$ cat src/rtl/bus_cdc_responder.sv
// bus_cdc_responder: destination-domain endpoint behind a busy-enabled bus CDC.
// Decodes single-cycle pulsed requests and serves them from a local register bank
// (reg 0 = sticky status, W1C) or a variable-latency backend port. Each accepted
// transaction produces exactly one busy pulse; its falling edge marks data_o valid.
// Optional feature: define RESPONDER_TIMEOUT_EN to abort backend accesses that are
// not acknowledged within TimeoutCycles (data_o = all ones, status bit0 set).
module bus_cdc_responder #(
  parameter logic [31:0] BaseAddress   = 32'h0000_9000,
  parameter int          NumLocalRegs  = 4,
  parameter logic [31:0] BackendOffset = 32'h0000_0100,
  parameter logic [31:0] BackendSize   = 32'h0000_0100,
  parameter logic [31:0] WindowSize    = 32'h0000_0200,
  parameter int          TimeoutCycles = 255
) (
  input  logic        clk_i,
  input  logic        reset_i,
  input  logic [31:0] address_i,
  input  logic [31:0] data_i,
  input  logic        we_i,
  input  logic [3:0]  we_ram_i,
  output logic [31:0] data_o,
  output logic        busy_o,
  output logic        bk_req_o,
  output logic        bk_we_o,
  output logic [31:0] bk_addr_o,
  output logic [31:0] bk_wdata_o,
  output logic [3:0]  bk_be_o,
  input  logic        bk_ack_i,
  input  logic [31:0] bk_rdata_i
);

  localparam logic [31:0] LocalSize = 32'(NumLocalRegs * 4);
  localparam int          IdxW      = $clog2(NumLocalRegs);

  typedef enum logic [1:0] {IDLE, LOCAL, BK_WAIT, DONE} state_t;

  state_t state, state_next;

  logic [31:0]     offset;
  logic            in_window, local_hit, bk_hit;
  logic            accept, overrun_evt, timeout_evt;
  logic [3:0]      be_eff;
  logic            cap_we, cap_unmapped;
  logic [31:0]     cap_wdata;
  logic [3:0]      cap_be;
  logic [IdxW-1:0] cap_idx;
  logic [2:0]      status, status_set, status_clr;
  logic [31:0]     rd_val;
  logic            local_wr;
  logic [31:0]     scratch [1:NumLocalRegs-1];

  // Address decode; a request arriving with an ack, or outside IDLE, is an overrun.
  always_comb begin
    offset      = address_i - BaseAddress;
    in_window   = (address_i >= BaseAddress) && (offset < WindowSize);
    local_hit   = offset < LocalSize;
    bk_hit      = !local_hit && (offset >= BackendOffset) &&
                  (offset < BackendOffset + BackendSize);
    accept      = in_window && (state == IDLE) && !bk_ack_i;
    overrun_evt = in_window && !accept;
    be_eff      = (we_i && (we_ram_i == 4'h0)) ? 4'hF : we_ram_i;
  end

`ifdef RESPONDER_TIMEOUT_EN
  logic [7:0] bk_cnt;

  // Cycles spent in BK_WAIT without an ack; restarts from 0 on every request.
  always_ff @(posedge clk_i) begin
    if (reset_i)
      bk_cnt <= '0;
    else if (accept)
      bk_cnt <= '0;
    else if ((state == BK_WAIT) && !bk_ack_i && !timeout_evt)
      bk_cnt <= bk_cnt + 8'd1;
  end

  // Give up on the backend once the counter reaches the limit with no ack.
  always_comb timeout_evt = (state == BK_WAIT) && !bk_ack_i &&
                            (bk_cnt == 8'(TimeoutCycles));
`else
  logic [7:0] unused_timeout_limit;

  // TimeoutCycles has no effect in this build: the backend wait is unbounded.
  always_comb begin
    timeout_evt          = 1'b0;
    unused_timeout_limit = 8'(TimeoutCycles);
  end
`endif

  // State register.
  always_ff @(posedge clk_i) begin
    if (reset_i) state <= IDLE;
    else         state <= state_next;
  end

  // Next-state logic; unmapped offsets are completed through LOCAL.
  always_comb begin
    state_next = state;
    case (state)
      IDLE:    if (accept) state_next = bk_hit ? BK_WAIT : LOCAL;
      LOCAL:   state_next = DONE;
      BK_WAIT: if (bk_ack_i || timeout_evt) state_next = DONE;
      DONE:    state_next = IDLE;
      default: state_next = IDLE;
    endcase
  end

  // Local read mux plus status set/clear terms.
  always_comb begin
    rd_val     = (cap_idx == '0) ? {29'd0, status} : scratch[cap_idx];
    local_wr   = (state == LOCAL) && !cap_unmapped && cap_we;
    status_set = {overrun_evt, (state == LOCAL) && cap_unmapped, timeout_evt};
    status_clr = (local_wr && (cap_idx == '0) && cap_be[0]) ? cap_wdata[2:0] : 3'b0;
  end

  // Sticky status bits; a set in the same cycle as a clear wins.
  always_ff @(posedge clk_i) begin
    if (reset_i) status <= '0;
    else         status <= (status & ~status_clr) | status_set;
  end

  // Request capture, busy/backend handshake and return data.
  always_ff @(posedge clk_i) begin
    if (reset_i) begin
      data_o       <= '0;
      busy_o       <= 1'b0;
      bk_req_o     <= 1'b0;
      bk_we_o      <= 1'b0;
      bk_addr_o    <= '0;
      bk_wdata_o   <= '0;
      bk_be_o      <= '0;
      cap_we       <= 1'b0;
      cap_unmapped <= 1'b0;
      cap_wdata    <= '0;
      cap_be       <= '0;
      cap_idx      <= '0;
      for (int i = 1; i < NumLocalRegs; i++) scratch[i] <= '0;
    end else begin
      case (state)
        IDLE: begin
          if (accept) begin
            busy_o       <= 1'b1;
            cap_we       <= we_i;
            cap_wdata    <= data_i;
            cap_be       <= be_eff;
            cap_idx      <= offset[IdxW+1:2];
            cap_unmapped <= !local_hit && !bk_hit;
            if (bk_hit) begin
              bk_req_o   <= 1'b1;
              bk_we_o    <= we_i;
              bk_addr_o  <= offset - BackendOffset;
              bk_wdata_o <= data_i;
              bk_be_o    <= be_eff;
            end
          end
        end
        LOCAL: begin
          busy_o <= 1'b0;
          if (cap_unmapped || cap_we) data_o <= '0;
          else                        data_o <= rd_val;
          if (local_wr && (cap_idx != '0)) begin
            for (int b = 0; b < 4; b++)
              if (cap_be[b]) scratch[cap_idx][b*8 +: 8] <= cap_wdata[b*8 +: 8];
          end
        end
        BK_WAIT: begin
          if (bk_ack_i) begin
            bk_req_o <= 1'b0;
            busy_o   <= 1'b0;
            data_o   <= bk_we_o ? 32'd0 : bk_rdata_i;
          end else if (timeout_evt) begin
            bk_req_o <= 1'b0;
            busy_o   <= 1'b0;
            data_o   <= 32'hFFFF_FFFF;
          end
        end
        default: ;
      endcase
    end
  end

endmodule

$ cat config.mk
export PLATFORM = sky130hd
export DESIGN_NAME = bus_cdc_responder
export DESIGN_NICKNAME = d
export VERILOG_FILES = /design/src/rtl/bus_cdc_responder.sv
export SDC_FILE = /design/constraint.sdc
export NUM_CORES = 1
export LEC_CHECK = 0
export BUFFER_PORTS_ARGS = -buffer_cell sky130_fd_sc_hd__clkbuf_2
export CAP_MARGIN = 10
export CORE_ASPECT_RATIO = 1.25
export CORE_UTILIZATION = 60
export DETAILED_ROUTE_END_ITERATION = 10
export PLACE_DENSITY_LB_ADDON = 0.25
export SETUP_SLACK_MARGIN = 0.4
export SLEW_MARGIN = 20
export SYNTH_ARGS = -nofsm -noshare
export SYNTH_HDL_FRONTEND = slang
export SYNTH_SLANG_ARGS = --single-unit
$ cat constraint.sdc
create_clock -name clk_i -period 6.79 [get_ports clk_i]
set_input_delay 1.0185 -clock clk_i [delete_from_list [all_inputs] [get_ports clk_i]]
set_output_delay 1.0185 -clock clk_i [all_outputs]
set_load 0.02 [all_outputs]
==> load_flow_metrics.sql <==
INSERT INTO impl_metrics (metric_group, metric, value, unit) VALUES
('timing', 'worst_clock_skew', '11.6', 'ps'),
('yosys', 'synthMostInstantiatedCell', 'dfxtp_1', ''),
('power', 'static-leakage-power', '5.14', 'nW'),
('grt', 'number_of_antenna_violations_at_the_first_check_in_global_routing', '0', ''),
('yosys', 'synthDominantAreaCellType', 'edfxtp_1', ''),
('timing', 'timing_hold_violations_final', '0', ''),
('power', 'worst_ir_drop_vdd', '0.203', 'mV'),
('timing', 'final_count_of_negative_setup_slack_endpoints', '0', ''),
('yosys', 'avgSynthCellArea', '11.2', 'um2'),
('placed_design', 'placement.cell_area', '0.0127', 'mm2'),
('yosys', 'synth.top_cells.by_area', 'edfxtp_1, dfxtp_1, mux4_2', ''),
('critical_path', 'critical_path_arrival', '4190', 'ps'),
('yosys', 'ys.flop_type', 'dfxtp_1', ''),
('final_layout', 'finish.net_count', '1338', ''),
('floorplan', 'floorplan.initialDensity', '61.2', '%'),
('hold_path', 'min_from', 'bk_addr_o[17]', ''),
('timing', 'final_period_minus_worst_setup_slack', '3720', 'ps'),
('power', 'areal_power_density_over_the_cells', '296', 'mW/mm2'),
('clock_tree', 'cts_sinks', '278', ''),
('grt', 'grtUsageTotal', '27.0', '%'),
('hold_path', 'hp-class', 'reg -> reg', ''),
('run', 'timing.max_cap.violations', '0', ''),
('critical_path', 'crit_path_end_kind', 'register', ''),
('yosys', 'synth.cells.most_frequent', 'dfxtp_1, edfxtp_1, and2_1', ''),
('detailed_routing', 'drtPass1Iterations', '8', ''),
('floorplan', 'fp-row-count', '56', ''),
('clock_tree', 'cts-root-buf', 'clkbuf_16', ''),
('timing', 'slew_headroom', '30.2', '%'),
('timing', 'drv_slew', '0', ''),
('power', 'report.power.total', '4.02', 'mW'),
('placed_design', 'dp.final_hpwl', '17.2', 'mm'),
('final_layout', 'antenna-diode-count', '0', ''),
('floorplan', 'pin_count', '207', ''),
('floorplan', 'core-area', '0.0187', 'mm2'),
('timing', 'total_neg_setup_slack', '0', 'ps'),
('detailed_routing', 'postRouteAntennaNets', '0', ''),
('final_layout', 'fin_area', '0.0136', 'mm2'),
('clock_tree', 'clkSlewWorstSetupHoldPaths', '60', 'ps'),
('detailed_routing', 'drt-total-wl', '26.0', 'mm'),
('floorplan', 'die_x', '126', 'um'),
('yosys', 'synth-async-reset-ratio', '0', '%'),
('final_layout', 'drive_above_1_share', '25.2', '%'),
('critical_path', 'reg2reg_setup_slack', '3970', 'ps'),
('floorplan', 'die_y', '156', 'um'),
('detailed_routing', 'drc', '10', ''),
('yosys', 'synth_largest_type_area_fraction', '33.6', '%'),
('detailed_routing', 'routed-via-count', '8537', ''),
('critical_path', 'crit_path_cell_trace', 'clkbuf_2 > or4_1 > or4_4 > o31ai_1 > nand2_1 > or4_1 > buf_4 > nor4_4 > a21o_1', ''),
('yosys', 'ys_warn_count', '0', ''),
('critical_path', 'cp_data_required_time', '7250', 'ps'),
('critical_path', 'r2r_start', 'state[1]', ''),
('critical_path', 'critPathBufInv', '2', ''),
('timing', 'worst_pin_slew', '1040', 'ps'),
('timing', 'max_freq', '269', 'MHz'),
('clock_tree', 'cts_setup_buffers', '0', ''),
('clock_tree', 'post_cts_resize_count', '0', ''),
('critical_path', 'critical_path.slowest_cell', 'nor4_4', ''),
('floorplan', 'floorplan.die_area', '0.0196', 'mm2'),
('yosys', 'netlist_instances', '1021', ''),
('clock_tree', 'clkLatencyLatePin', '530', 'ps'),
('run_status', 'failed_checks', 'DRC', ''),
('yosys', 'synth_seq_cells', '278', ''),
('timing', 'grt_setup_unrepaired', 'false', ''),
('grt', 'grt_remaining_overflow', '0', ''),
('yosys', 'synth_area', '0.0114', 'mm2'),
('run_status', 'run_status', 'complete, but fails checks', ''),
('clock_tree', 'clock_tree_from_tritoncts', 'done', ''),
('critical_path', 'worstSetupStartpointType', 'input port', ''),
('detailed_routing', 'post_drt_via_cell_ratio', '5.78', ''),
('hold_path', 'depth_of_the_worst_hold_timing_path', '1', ''),
('detailed_routing', 'drt_iter0_drc', '704', '');
stage by stage:
stage                     instances  setup WS (ps)  util [%]
after floorplan                1052           3090         -
after global placement         1430           2520      68.1
after detailed placement       1430           2530      68.1
after CTS                      1476           3050      72.6
after global routing           1476           2890      72.6
final                          1476           3070      72.6
registers in the layout (all words and copies together) (netlist names), 2 cells and up, named ones only:
| signal | cells |
|---|---|
| bk_addr_o | 32 |
| data_o | 32 |
| status | 3 |
| cap_be | 4 |
| state | 2 |
| bk_be_o | 4 |
| bk_wdata_o | 32 |
| cap_idx | 2 |
| cap_wdata | 32 |
| scratch | 128 |
cell families (layout without fill, tap and decap cells):
family / Yosys count / in the layout / share of synthesized area (%)
xor gates and xnor gates: 3 / 3 / 0.230
muxes: 37 / 37 / 6.77
adders and majority gates: 8 / 8 / 0.874
other: 1 / 32 / 0.0328
AOI/OAI and AO/OA: 241 / 241 / 12.7
DFF: 278 / 278 / 59.8
and+or+nand+nor: 373 / 373 / 16.9
buffers and inverters: 80 / 272 / 2.67
worst reg2reg max path: cells and delay by family, from the launching register on:
kind / cells / cell delay [ps]
AOI/OAI and AO/OA: 1 / 400
buffers and inverters: 3 / 520
and+or+nand+nor: 3 / 1000
muxes: 1 / 220
DFF: 1 / 340
adders and majority gates: 1 / 260
power breakdown:
part	leakage (nW)	internal [mW]	switching, mW	total (mW)
Combinational	2.26	0.240	0.425	0.665
Clock	0.413	0.830	0.602	1.43
Sequential	2.47	1.87	0.0527	1.92
layout by cell type, fill, tap and decap left out, drive strengths merged, types with 8 or more instances in the layout:
master,n
a211oi,35
ha,8
a21o,9
inv,11
clkbuf,246
conb,32
mux4,32
buf,10
and2,106
dfxtp,150
o21ai,53
nor2,57
edfxtp,128
a21oi,93
nand2b,12
a22oi,34
nand3,53
nand2,90
or2,14
per-layer routing:
layer	global-route usage [%]	wire, um
met1	34.7	10600
met2	46.3	12900
met3	4.34	1880
met4	9.64	668
met5	0	0
worst max path at each step:
stage	start	end	cells after the start
floorplan	address_i[24]	bk_addr_o[15]	8
global placement	address_i[12]	bk_addr_o[20]	8
detailed placement	address_i[24]	bk_addr_o[27]	9
CTS	address_i[24]	bk_addr_o[27]	9
global route	address_i[24]	bk_addr_o[27]	9
finish	address_i[24]	bk_addr_o[25]	9
layout make-up:
cell class              count  area [um2]
well taps                 232         290
fillers                  1361        5130
clock inverters             5        48.8
repair buffers            215        1100
flip-flops and latches    278        6850
clock buffers              41         788
multi-input cells         694        4460
inverters                  11        41.3
(Power assumes the default switching activity.)
